<file path="src/rtl/puvvada_says_pkg.sv">
// Shared constants for the seven-segment scan decoder: active-low segment
// patterns {Ca..Cg} for the ten digits, the blank pattern and its code.
package puvvada_says_pkg;

    localparam int unsigned DEFAULT_N_DIGITS = 6;

    localparam logic [6:0] SEG_0 = 7'b0000001;
    localparam logic [6:0] SEG_1 = 7'b1001111;
    localparam logic [6:0] SEG_2 = 7'b0010010;
    localparam logic [6:0] SEG_3 = 7'b0000110;
    localparam logic [6:0] SEG_4 = 7'b1001100;
    localparam logic [6:0] SEG_5 = 7'b0100100;
    localparam logic [6:0] SEG_6 = 7'b0100000;
    localparam logic [6:0] SEG_7 = 7'b0001111;
    localparam logic [6:0] SEG_8 = 7'b0000000;
    localparam logic [6:0] SEG_9 = 7'b0000100;

    localparam logic [6:0] BLANK_PATTERN = 7'b1111111;
    localparam logic [3:0] BLANK_CODE    = 4'hF;

endpackage

</file>
<file path="src/rtl/ssd_seg_decode.sv">
// Combinational decode of an active-low {Ca..Cg} segment pattern into a digit
// value; legal_o is low for any pattern that is neither a digit nor blank.
module ssd_seg_decode
    import puvvada_says_pkg::*;
(
    input  logic [6:0] pattern_i,
    output logic [3:0] value_o,
    output logic       legal_o
);

    always_comb begin
        value_o = 4'h0;
        legal_o = 1'b1;
        case (pattern_i)
            SEG_0:         value_o = 4'd0;
            SEG_1:         value_o = 4'd1;
            SEG_2:         value_o = 4'd2;
            SEG_3:         value_o = 4'd3;
            SEG_4:         value_o = 4'd4;
            SEG_5:         value_o = 4'd5;
            SEG_6:         value_o = 4'd6;
            SEG_7:         value_o = 4'd7;
            SEG_8:         value_o = 4'd8;
            SEG_9:         value_o = 4'd9;
            BLANK_PATTERN: value_o = BLANK_CODE;
            default:       legal_o = 1'b0;
        endcase
    end

endmodule

</file>
<file path="src/rtl/ssd_scan_decoder.sv">
// Recovers digit values from a multiplexed seven-segment anode/cathode scan.
// Optional decimal-point capture is enabled with macro SSD_DP_CAPTURE_EN.
module ssd_scan_decoder
    import puvvada_says_pkg::*;
#(
    parameter int unsigned N_DIGITS   = DEFAULT_N_DIGITS,
    parameter int unsigned STABLE_CNT = 4
) (
    input  logic                  Clk,
    input  logic                  Reset,
    input  logic [7:0]            An,
    input  logic [7:0]            Cath,
    output logic [4*N_DIGITS-1:0] Digits,
    output logic [N_DIGITS-1:0]   Valid,
    output logic [N_DIGITS-1:0]   Dp_flags,
    output logic                  Frame_done,
    output logic                  Bad_pattern,
    output logic                  Multi_an_err
);

    localparam logic [7:0]          CNT_MAX  = 8'(STABLE_CNT - 1);
    localparam logic [N_DIGITS-1:0] ALL_SEEN = '1;

    // Key is what must stay constant for the hold counter to advance.
`ifdef SSD_DP_CAPTURE_EN
    localparam int unsigned KEY_W = 8;
    logic [KEY_W-1:0] key;
    assign key = Cath;
`else
    localparam int unsigned KEY_W = 7;
    logic [KEY_W-1:0] key;
    logic             unused_dp;
    assign key       = Cath[7:1];
    assign unused_dp = Cath[0];
`endif

    logic [3:0]            low_cnt;
    logic [2:0]            act_idx;
    logic                  upper_ok;
    logic                  active;
    logic                  multi;

    logic [3:0]            seg_value;
    logic                  seg_legal;
    logic                  capture;
    logic [N_DIGITS-1:0]   seen_new;

    logic                  active_q;
    logic [2:0]            idx_q;
    logic [KEY_W-1:0]      key_q;
    logic [7:0]            cnt_q, cnt_d;
    logic                  multi_q;
    logic [4*N_DIGITS-1:0] digits_q, digits_d;
    logic [N_DIGITS-1:0]   valid_q, valid_d;
    logic [N_DIGITS-1:0]   seen_q, seen_d;
    logic                  frame_q, frame_d;
    logic                  bad_q, bad_d;
    logic                  merr_q, merr_d;

    ssd_seg_decode u_seg_decode (
        .pattern_i (Cath[7:1]),
        .value_o   (seg_value),
        .legal_o   (seg_legal)
    );

    // A digit is selected only by a single low anode inside the decoded range.
    always_comb begin
        low_cnt  = 4'd0;
        act_idx  = 3'd0;
        upper_ok = 1'b1;
        for (int i = 0; i < 8; i++) begin
            if (!An[i]) begin
                low_cnt = low_cnt + 4'd1;
                act_idx = 3'(i);
                if (i >= int'(N_DIGITS)) upper_ok = 1'b0;
            end
        end
        active = (low_cnt == 4'd1) && upper_ok;
        multi  = (low_cnt > 4'd1);
    end

    always_comb begin
        cnt_d    = 8'd0;
        capture  = 1'b0;
        digits_d = digits_q;
        valid_d  = valid_q;
        seen_d   = seen_q;
        seen_new = seen_q;
        frame_d  = 1'b0;
        bad_d    = 1'b0;
        merr_d   = multi & ~multi_q;

        if (active && active_q && (act_idx == idx_q) && (key == key_q)) begin
            cnt_d   = (cnt_q == CNT_MAX) ? cnt_q : cnt_q + 8'd1;
            capture = (cnt_q == CNT_MAX - 8'd1);
        end

        if (capture) begin
            for (int i = 0; i < int'(N_DIGITS); i++) begin
                if (act_idx == 3'(i)) begin
                    seen_new[i] = 1'b1;
                    valid_d[i]  = seg_legal;
                    if (seg_legal) digits_d[4*i +: 4] = seg_value;
                end
            end
            bad_d = ~seg_legal;
            if (seen_new == ALL_SEEN) begin
                frame_d = 1'b1;
                seen_d  = '0;
            end else begin
                seen_d  = seen_new;
            end
        end
    end

    always_ff @(posedge Clk or negedge Reset) begin
        if (!Reset) begin
            active_q <= 1'b0;
            idx_q    <= 3'd0;
            key_q    <= '0;
            cnt_q    <= 8'd0;
            multi_q  <= 1'b0;
            digits_q <= '0;
            valid_q  <= '0;
            seen_q   <= '0;
            frame_q  <= 1'b0;
            bad_q    <= 1'b0;
            merr_q   <= 1'b0;
        end else begin
            active_q <= active;
            idx_q    <= act_idx;
            key_q    <= key;
            cnt_q    <= cnt_d;
            multi_q  <= multi;
            digits_q <= digits_d;
            valid_q  <= valid_d;
            seen_q   <= seen_d;
            frame_q  <= frame_d;
            bad_q    <= bad_d;
            merr_q   <= merr_d;
        end
    end

`ifdef SSD_DP_CAPTURE_EN
    logic [N_DIGITS-1:0] dp_q, dp_d;

    always_comb begin
        dp_d = dp_q;
        if (capture) begin
            for (int i = 0; i < int'(N_DIGITS); i++) begin
                if (act_idx == 3'(i)) dp_d[i] = ~Cath[0];
            end
        end
    end

    always_ff @(posedge Clk or negedge Reset) begin
        if (!Reset) dp_q <= '0;
        else        dp_q <= dp_d;
    end

    assign Dp_flags = dp_q;
`else
    assign Dp_flags = '0;
`endif

    assign Digits       = digits_q;
    assign Valid        = valid_q;
    assign Frame_done   = frame_q;
    assign Bad_pattern  = bad_q;
    assign Multi_an_err = merr_q;

endmodule
</file>
<file path="config.mk">
export PLATFORM = sky130hd
export DESIGN_NAME = ssd_scan_decoder
export DESIGN_NICKNAME = d
export VERILOG_FILES = /design/src/rtl/puvvada_says_pkg.sv /design/src/rtl/ssd_seg_decode.sv /design/src/rtl/ssd_scan_decoder.sv
export SDC_FILE = /design/constraint.sdc
export NUM_CORES = 1
export LEC_CHECK = 0
export ABC_CLOCK_PERIOD_IN_PS = 6970
export CAP_MARGIN = 0
export CORE_MARGIN = 2
export CORE_UTILIZATION = 40
export DETAILED_ROUTE_END_ITERATION = 8
export MAX_ROUTING_LAYER = met4
export PLACE_DENSITY_LB_ADDON = 0.1
export SYNTH_ARGS = -nofsm -noshare
export SYNTH_HDL_FRONTEND = slang
export SYNTH_SLANG_ARGS = --single-unit
</file>
<file path="constraint.sdc">
create_clock -name Clk -period 6.97 [get_ports Clk]
set_input_delay 1.7425 -clock Clk [delete_from_list [all_inputs] [get_ports Clk]]
set_output_delay 1.7425 -clock Clk [all_outputs]
set_load 0.1 [all_outputs]
</file>
* Word-level counts from Yosys, hierarchy flattened
Index checks and enable logic that the tools add are counted.
Operators by class: add/subtract/negate cells 8, magnitude comparators 1, equality and inequality tests 22, mux-type cells 38, bitwise operators 3, reduce and logical (&&, ||, !) cells 19
Operator list (count):
- $pmux W4 S10 | 1
- $add A4 B1 Y4 const B | 7
- $mux W4 | 7
- $eq A7 B7 Y1 const B | 3
- $mux W1 | 21
- $mux W3 | 6
- $reduce_and A3 Y1 | 6
- $eq A8 B2 Y1 const B | 2
- $mux W8 | 2
- $eq A7 B3 Y1 const B | 2
- $eq A7 B6 Y1 const B | 2
- $reduce_and A2 Y1 | 6
- $reduce_or A11 Y1 | 1
- $add A8 B1 Y8 const B | 1
- $eq A7 B1 Y1 const B | 1
- $eq A7 B4 Y1 const B | 1
- $eq A7 B5 Y1 const B | 1
- $eq A7 B7 Y1 | 1
- $logic_not A7 Y1 | 1
- $eq A3 B2 Y1 const B | 2
- $eq A3 B3 Y1 const B | 2
- $eq A6 B6 Y1 const B | 1
- $mux W6 | 1
- $eq A4 B1 Y1 const B | 1
- other kinds (8) | 12
Word-level totals: register bits 59, input port bits 18

* Longest topological paths before layout
Gate-level depths: netlist of run 1.
depth after elaboration 25, gate-level depth with buffers 24, gate-level depth less buffers 23

* Modules after synthesis
Synthesis of run 1 repeated with hierarchy kept, for this count alone.
Second synthesis, totals: cell total of the unflattened synthesis 374, area, all modules 3832.4 um^2
Modules (own cells, without submodules):
- ssd_scan_decoder | instances 1, cells each 343, area each 3606.0 um^2, seq. area each 1476.4 um^2
- ssd_seg_decode | instances 1, cells each 31, area each 226.5 um^2, seq. area each 0.0 um^2

* Worst setup path after synthesis of run 1
No wires, ideal clock.
path type in2reg, start point input port An[0], end point register digits_q[4], in the netlist Digits[4], data arrival time 6.084 ns, data required time 6.844 ns, path slack 0.760 ns, stages on the path 23, path buffers 0, cells stage by stage inv_1 ha_1 nand2b_1 and2_1 ha_1 nor2b_1 a21o_1 ha_1 mux2_2 ha_1 nor2_1 nor3_1 ha_1 nand2b_1 nand2_1 ha_1 nor2_1 a21oi_1 a311oi_1 and3b_1 and2_1 nand2_1 mux2_2
On the way: cells in the longest elaborated chain, start to end 22
Ends and longest elaborated chain:
- start, declared | RTL line ssd_scan_decoder.sv:11 | input logic [7:0] An,
- $mux W1 * | RTL line ssd_scan_decoder.sv:72 | if (!An[i]) begin
- $add A4 B1 Y4 | RTL line ssd_scan_decoder.sv:73 | low_cnt = low_cnt + 4'd1;
- $mux W4 * | RTL line ssd_scan_decoder.sv:72
- $add A4 B1 Y4 | RTL line ssd_scan_decoder.sv:73
- $mux W4 * | RTL line ssd_scan_decoder.sv:72
- $add A4 B1 Y4 | RTL line ssd_scan_decoder.sv:73
- $mux W4 * | RTL line ssd_scan_decoder.sv:72
- $add A4 B1 Y4 | RTL line ssd_scan_decoder.sv:73
- [... 4 more ...]
- $mux W4 * | RTL line ssd_scan_decoder.sv:72
- $add A4 B1 Y4 | RTL line ssd_scan_decoder.sv:73
- $mux W4 * | RTL line ssd_scan_decoder.sv:72
- $eq A4 B1 Y1 * | RTL line ssd_scan_decoder.sv:78 | active = (low_cnt == 4'd1) && upper_ok;
- $logic_and A1 B1 Y1 * | RTL line ssd_scan_decoder.sv:78
- $logic_and A1 B1 Y1 * (3 in series) | RTL line ssd_scan_decoder.sv:93 | if (active && active_q && (act_idx == idx_q) && (key == key_q)) begin
- $mux W1 * | RTL line ssd_scan_decoder.sv:93
- $reduce_and A3 Y1 (no line) *
- end signal, assigned | RTL line ssd_scan_decoder.sv:135 | digits_q <= digits_d;
- end, declared | RTL line ssd_scan_decoder.sv:53 | logic [4*N_DIGITS-1:0] digits_q, digits_d;
Every way passes the cells marked *; elsewhere a longest branch is shown, timed or not. A chain may end at the register's enable or synchronous reset.

* Worst setup path after layout of run 1
start point input port An[0], end point register valid_q[3], in the netlist Valid[3]
On the way: cells in the longest elaborated chain, start to end 22
Ends and longest elaborated chain:
- $mux W1 * | RTL line ssd_scan_decoder.sv:72
- $add A4 B1 Y4 | RTL line ssd_scan_decoder.sv:73
- $mux W4 * | RTL line ssd_scan_decoder.sv:72
- $add A4 B1 Y4 | RTL line ssd_scan_decoder.sv:73
- $mux W4 * | RTL line ssd_scan_decoder.sv:72
- $add A4 B1 Y4 | RTL line ssd_scan_decoder.sv:73
- $mux W4 * | RTL line ssd_scan_decoder.sv:72
- $add A4 B1 Y4 | RTL line ssd_scan_decoder.sv:73
- [... 4 more ...]
- $mux W4 * | RTL line ssd_scan_decoder.sv:72
- $add A4 B1 Y4 | RTL line ssd_scan_decoder.sv:73
- $mux W4 * | RTL line ssd_scan_decoder.sv:72
- $eq A4 B1 Y1 * | RTL line ssd_scan_decoder.sv:78
- $logic_and A1 B1 Y1 * | RTL line ssd_scan_decoder.sv:78
- $logic_and A1 B1 Y1 * (3 in series) | RTL line ssd_scan_decoder.sv:93
- $mux W1 * | RTL line ssd_scan_decoder.sv:93
- $reduce_and A2 Y1 (no line) *
- end signal, assigned | RTL line ssd_scan_decoder.sv:136 | valid_q <= valid_d;
- end, declared | RTL line ssd_scan_decoder.sv:54 | logic [N_DIGITS-1:0] valid_q, valid_d;
Marks and branches as above.

==> summary.md, run 1 <==
| Metric | Value |
|---|---|
| Status | finished clean |
| Grt ovf | 0 |
| Slew @ Worst Pin | 1000 ps |
| Static Leak | 1.93 nW |
| Final ANT Viol Nets | 0 |
| Total GRT Usage | between 15 and 20% |
| Distinct cells, synth | between 50 and 60 |
| Worst path buffer plus inverter count | 4 |
| DRT Pass-1 Iters | 4 |
| Yosys reg bits | 59 |
| Area grow syn2layout | 25.5% |
| CTS clk-pin slew, worst paths | approximately 70 ps |
| Crit path top cell by count | ha_1 |
| Top-area cell type share of the netlist area | a little over two fifths |
| Worst Path Required | 7190 ps |
| Fin. Hold Viols | 0 |
| Pins Over Slew Limit | 0 |
| Setup TNS | 0 ps |
| Port Buffers | 49 |
| Leading area contributor after synthesis | dfrtp_1 |
| Crit Path Class | in2reg |
| Rows | 33 |
| Slowest stage delay, CP | 490 ps |
| CP Max Fanout | 10 |
| # DRC | 0 |
| Hold Crit Class | reg2reg |
| Async S/R FF share, synth | 100% |
| Num CTS Buffers | 9 |
| Vias post-DR | between 2000 and 3000 |
| Later-pin clock latency in the skew report | 340 ps |
| Cell Area, Synth | between 3000 and 4000 um2 |
| Crit path capture type | flip-flop |
| Post-synthesis sequential area ratio | between 40 and 50% |
| Final period util | a little over nine tenths |
| Antenna violations before repair | 0 |
| Post-Synthesis Cells | about 340 |
| Critical Path Source Type | input pin |
| CP delay by family, top | adder cells |
| Final setup violation count | 0 |
| Share of cells above drive strength 1 | approximately 17% |
| Post-DP HPWL | about 5.3 mm |
| CTS Sinks | 59 |
| CTS tree | done |
| Core area | between 8000 and 9000 um2 |
| Number of global-route vias before repair | 2569 |
| I/O pins | 57 |
| Routed wire length per instance | 14.1 um |
| Total Wirelength | about 7.2 mm |
| 1st-iter DRT viols | roughly 120 |
| Final hold slack | ~400 ps |
| Multi-input logic area | around 1800 um2 |
| Final Wtd Congestion | 0.822 |
| CP arrival | 6790 ps |
| Most frequent cell after synthesis | dfrtp_1 |
| NumNets Final | between 400 and 500 |
| H-tree depth | 3 |
| First-pass GRT wire length | 12.2 mm |
| Pwr dens | between 200 and 250 nW/um2 |
| Area of the die | ~9200 um2 |
| Initial core utilization | 41.3% |
| Die width | approximately 96 um |
| Max Cap Viol | 0 |
| Peak VDD IR | between 100 and 150 uV |
| Minimum clock period | around 6600 ps |
| Slew HR | 33.0% |
| Clock root cell | clkbuf_8 |
| Avg Vias per Cell | 5.16 |
| Final setup skew | approximately 6.7 ps |
| Most used DFF post-synth | dfrtp_1 |
| Hold_buf cts | 0 |
| FILL cells | ~770 |
| Clock Path Buffers | 2 |
| Slowest-stage cell, CP | clkdlybuf4s50_1 |
| # diodes | 0 |
| Largest net degree at the start of global routing | 60 |
| Die Height | roughly 96 um |
| Most common library cells after synthesis | dfrtp_1 (59), nand2_1 (35), mux2_2 (27), nor2_1 (22), xnor2_1 (17) |
| Synth area leaders | dfrtp_1 (43%), mux2_2 (9.0%), xnor2_1 (4.4%), nand2_1 (3.9%), ha_1 (3.3%) |
| EDFF count, synth | 0 |
| Synthesis Warnings | 0 |
| Sequential standard cell area | between 1000 and 1500 um2 |
| Max frequency | between 0.15 and 0.2 GHz |
| Syn_area_per_cell | ~9.9 um2 |
final timing paths:
path | slack [ps] | to | from | cells after the start
setup reg to reg | 4110 | seen_q[1]$_DFFE_PN0N_ | key_q[4]$_DFF_PN0_ | 8
min in group asynchronous | 1550 | multi_q$_DFF_PN0_ | Reset | 2
hold reg to reg | 400 | Multi_an_err$_DFF_PN0_ | multi_q$_DFF_PN0_ | 1
setup / recovery | 400 | Valid[3]$_DFFE_PN0P_ | An[0] | 25
max in group asynchronous | 4910 | idx_q[0]$_DFF_PN0_ | Reset | 2
hold / removal | 400 | Multi_an_err$_DFF_PN0_ | multi_q$_DFF_PN0_ | 1
routing by layer:
metal / part of all wire, % / wire length, um / track usage (%)
met5: 0 / 0 / -
met4: 1.4 / 102 / 6.43
met3: 5.8 / 415 / 5.40
met2: 46 / 3280 / 25.9
met1: 47 / 3410 / 23.4
cells by family (layout without fill, tap and decap cells):
| group | Yosys count | count (layout) | share of synthesized area [%] |
|---|---|---|---|
| adders and majority gates | 9 | 9 | 3.31 |
| muxes | 28 | 28 | 9.24 |
| xor gates and xnor gates | 26 | 26 | 8.10 |
| other | 1 | 6 | 0.110 |
| buffers and inverters | 31 | 91 | 4.24 |
| and+or+nand+nor | 151 | 151 | 24.4 |
| DFF | 59 | 59 | 43.5 |
| AOI/OAI and AO/OA | 37 | 37 | 7.11 |
sequential cells by signal, indices dropped and copies added (netlist names):
name and flops:
Digits 24, cnt_q 8, key_q 7, Valid 6, seen_q 6, idx_q 3, Bad_pattern 1, Frame_done 1
Multi_an_err 1, active_q 1, multi_q 1
metrics by stage:
stage / area [um2] / utilization, % / cells / power [mW] / worst slack, ps
2_1_floorplan: 3420 / - / 347 / 0.534 / 760
3_3_place_gp: 4040 / 49.1 / 495 / 0.595 / 76.5
3_5_place_dp: 4040 / 49.1 / 495 / 0.599 / 46.2
4_1_cts: 4250 / 51.7 / 511 / 0.941 / 367
5_1_grt: 4260 / 51.9 / 512 / 0.983 / -6.14
6_report: 4260 / 51.9 / 512 / 0.934 / 397
layout make-up:
cell class | instances | area share [%]
Timing Repair Buffer | 64 | 14.0
Inverter | 11 | 0.968
Multi-Input combinational cell | 257 | 42.2
Tap cell | 105 | 3.08
Clock buffer | 9 | 2.90
Clock inverter | 7 | 2.17
Sequential cell | 59 | 34.6
cell usage in the layout, fill, tap and decap left out, types with 3 or more instances in the layout:
cell type,instances
and2_1,4
clkinvlp_4,3
nor4_1,5
buf_4,15
and3_1,12
dfrtp_1,59
mux2_2,27
nand3_1,15
nand2b_1,6
clkbuf_8,9
nor2_1,22
clkdlybuf4s50_1,48
inv_1,11
nand2_1,35
xnor2_1,17
o21ai_0,5
nand4_1,5
xor2_1,6
a31oi_1,4
ha_1,9
o21a_1,3
nor3_1,11
conb_1,6
nor2b_1,12
a21oi_1,14
nor3b_1,3
what timing repair did:
item	CTS	global route
buffers inserted	0	1
endpoints found under the hold margin	0	0
endpoints found under the setup margin	0	6
gates resized for setup	0	1
where the power goes:
part / total [mW] / internal, mW / switching [mW]
registers: 0.353 / 0.350 / 0.00234
clock network: 0.342 / 0.200 / 0.142
logic: 0.239 / 0.0949 / 0.144
(Power assumes the default switching activity.)
==> run 2, diff against run 1 <==
Settings changed: CORE_UTILIZATION 40 to 30, CTS_CLUSTER_SIZE from default to 28.
==> run 2 against run 1 <==
Die area up 32%. Core utilization down 11 points. Via count up 0.95%. Final cell count up 7.4%. Critical endpoint is now Digits[0]$_DFFE_PN0P_.
==> summary.md, run 2 (synthesized netlist as in run 1, its figures left out) <==
| Metric | Value |
|---|---|
| Most common cell after layout, fill and taps aside | dfrtp_1 |
| Final period util | 94.1% (-0.20 points) |
| Cell Count, Final, Fillers Out | 550 (+7.4%) |
| Slew @ Worst Pin | 1010 ps (+12.1 ps) |
| 1st-iter DRT viols | 144 (+19%) |
| Final setup violation count | 0 (unchanged) |
| CP Max Fanout | 4 (-6) |
| Final hold slack | 394 ps (-3.52 ps) |
| Status | finished clean |
| Fin. Hold Viols | 0 (unchanged) |
| Pwr dens | 244 nW/um2 (+11%) |
| Reg-to-reg critical path startpoint | key_q[3]$_DFF_PN0_ |
| First-pass GRT wire length | 13.3 mm (+9.1%) |
| H-tree depth | 3 (unchanged) |
| Hold Crit Class | reg2reg |
| CP arrival | 6770 ps (-20 ps) |
| Pins Over Slew Limit | 0 (unchanged) |
| GR peak layer | met2 |
| Max frequency | 0.152 GHz (+0.21%) |
| Hold_buf cts | 0 (unchanged) |
| Initial core utilization | 31.1% (-10 points) |
| Crit Path Class | in2reg |
| Num CTS Buffers | 9 (unchanged) |
| Crit path top cell by count | ha_1 |
| NumNets Final | 432 (+0.70%) |
| Rows | 38 (+15%) |
| CTS tree | done |
| Critical Path Source Type | input pin |
| Area of the die | 12200 um2 (+32%) |
| Routed wire length per instance | 14.3 um (+1.7%) |
| R2R depth | 8 (unchanged) |
| Avg Vias per Cell | 4.85 (-6.0%) |
| Static Leak | 2.00 nW (+3.7%) |
| CTS Sinks | 59 (unchanged) |
| Die Height | 110 um (+15%) |
| Slowest-stage cell, CP | clkdlybuf4s50_1 |
| Most frequent cells in the layout | dfrtp_1 (59), clkdlybuf4s50_1 (48), nand2_1 (35) |
| Post-DP HPWL | 5.69 mm (+6.8%) |
| Die width | 110 um (+15%) |
| Slew HR | 32.2% (-0.81 points) |
| Grt met1 use | 18.0% (-5.4 points) |
| Later-pin clock latency in the skew report | 320 ps (-20 ps) |
| Peak VDD IR | 125 uV (+9.7%) |
| Core area | 10900 um2 (+33%) |
| HP Start | multi_q$_DFF_PN0_ |
| Grt ovf | 0 (unchanged) |
| Clock Path Buffers | 2 (unchanged) |
| Port Buffers | 49 (unchanged) |
| Final setup skew | 4.76 ps (-1.98 ps) |
| Total GRT Usage | 13.7% (-4.0 points) |
| Number of global-route vias before repair | 2639 (+2.7%) |
| # diodes | 0 (unchanged) |
| Met3 Resource Use GR | 3.57% (-1.8 points) |
| Final ANT Viol Nets | 0 (unchanged) |
| Post_cts resized | 0 (unchanged) |
| Total Wirelength | 7.88 mm (+9.3%) |
| DRT Pass-1 Iters | 4 (unchanged) |
| Final Wtd Congestion | 0.743 (-9.6%) |
| Slowest stage delay, CP | 500 ps (about the same) |
| Placed Instances | 534 (+7.9%) |
| Clock root cell | clkbuf_16 |
| # DRC | 0 (unchanged) |
| Area grow syn2layout | 30.6% |
| Vias post-DR | 2665 (+0.95%) |
| Max FFs per register | 24 (unchanged) |
| I/O pins | 57 (unchanged) |
| Share of cells above drive strength 1 | 16.8% (+0.12 points) |
| Minimum clock period | 6560 ps (-13.7 ps) |
| CTS clk-pin slew, worst paths | 50 ps (-20 ps) |
| Critical path launch point | An[0] |
| Global Route met2 Usage | 20.3% (-5.5 points) |
| Sequential standard cell area | 1480 um2 (unchanged) |
| Crit path capture type | flip-flop |
| Antenna violations before repair | 0 (unchanged) |
| Hold path cells | 1 (unchanged) |
| Setup TNS | 0 ps (unchanged) |
| Worst Path Required | 7180 ps (about the same) |
| Multi-input logic area | 1800 um2 (-0.28%) |
| Max Cap Viol | 0 (unchanged) |
| Postcts setup bufs | 0 (unchanged) |
| RSZ-0062 raised after global routing | false |
| FILL cells | 1104 (+44%) |
| Largest net degree at the start of global routing | 60 (unchanged) |
==> run 2: cell type report <==
type | count | share of cell area, %
Multi-Input combinational cell | 257 | 40.5
Clock buffer | 12 | 5.78
Inverter | 11 | 0.930
Sequential cell | 59 | 33.3
Clock inverter | 4 | 1.64
Tap cell | 140 | 3.95
Timing Repair Buffer | 67 | 14.0
==> run 2: where the power goes <==
part           leakage (nW)  internal, mW  switching (mW)  total (mW)
sequential            0.781         0.351         0.00252       0.354
combinational          1.06        0.0970           0.147       0.244
clock                 0.159         0.332           0.154       0.485
total                  2.00         0.780           0.303        1.08
==> run 2: per-stage QoR <==
step                      utilization [%]  worst slack, ps  power [mW]  cell area, um2
final                                40.6              411        1.08            4440
after detailed placement             37.6             54.0       0.604            4110
after CTS                            40.6              356        1.09            4440
after global placement               37.6             48.3       0.603            4110
after floorplan                         -              760       0.534            3420
after global routing                 40.6             29.0        1.13            4440
==> run 2: path summary, 6_finish.rpt <==
kind	endpoint	slack, ps
worst max-delay path	Digits[0]$_DFFE_PN0P_	410
max in group asynchronous	Valid[5]$_DFFE_PN0P_	4900
min in group asynchronous	key_q[3]$_DFF_PN0_	1570
worst min register to register	Multi_an_err$_DFF_PN0_	390
worst max register to register	seen_q[0]$_DFFE_PN0N_	4080
worst min-delay path	Multi_an_err$_DFF_PN0_	390
==> run 2: layer usage <==
layer,part of all wire (%),vias up
met3,6.0,14
met1,49,1271
li1,-,1314
met5,0,-
met2,44,66
met4,1.7,0
==> run 2: critical path: cells and delay by family <==
family | cells | cell delay (ps)
and+or+nand+nor | 11 | 1470
adders and majority gates | 6 | 1680
AOI/OAI and AO/OA | 3 | 540
muxes | 2 | 590
buffers and inverters | 3 | 720
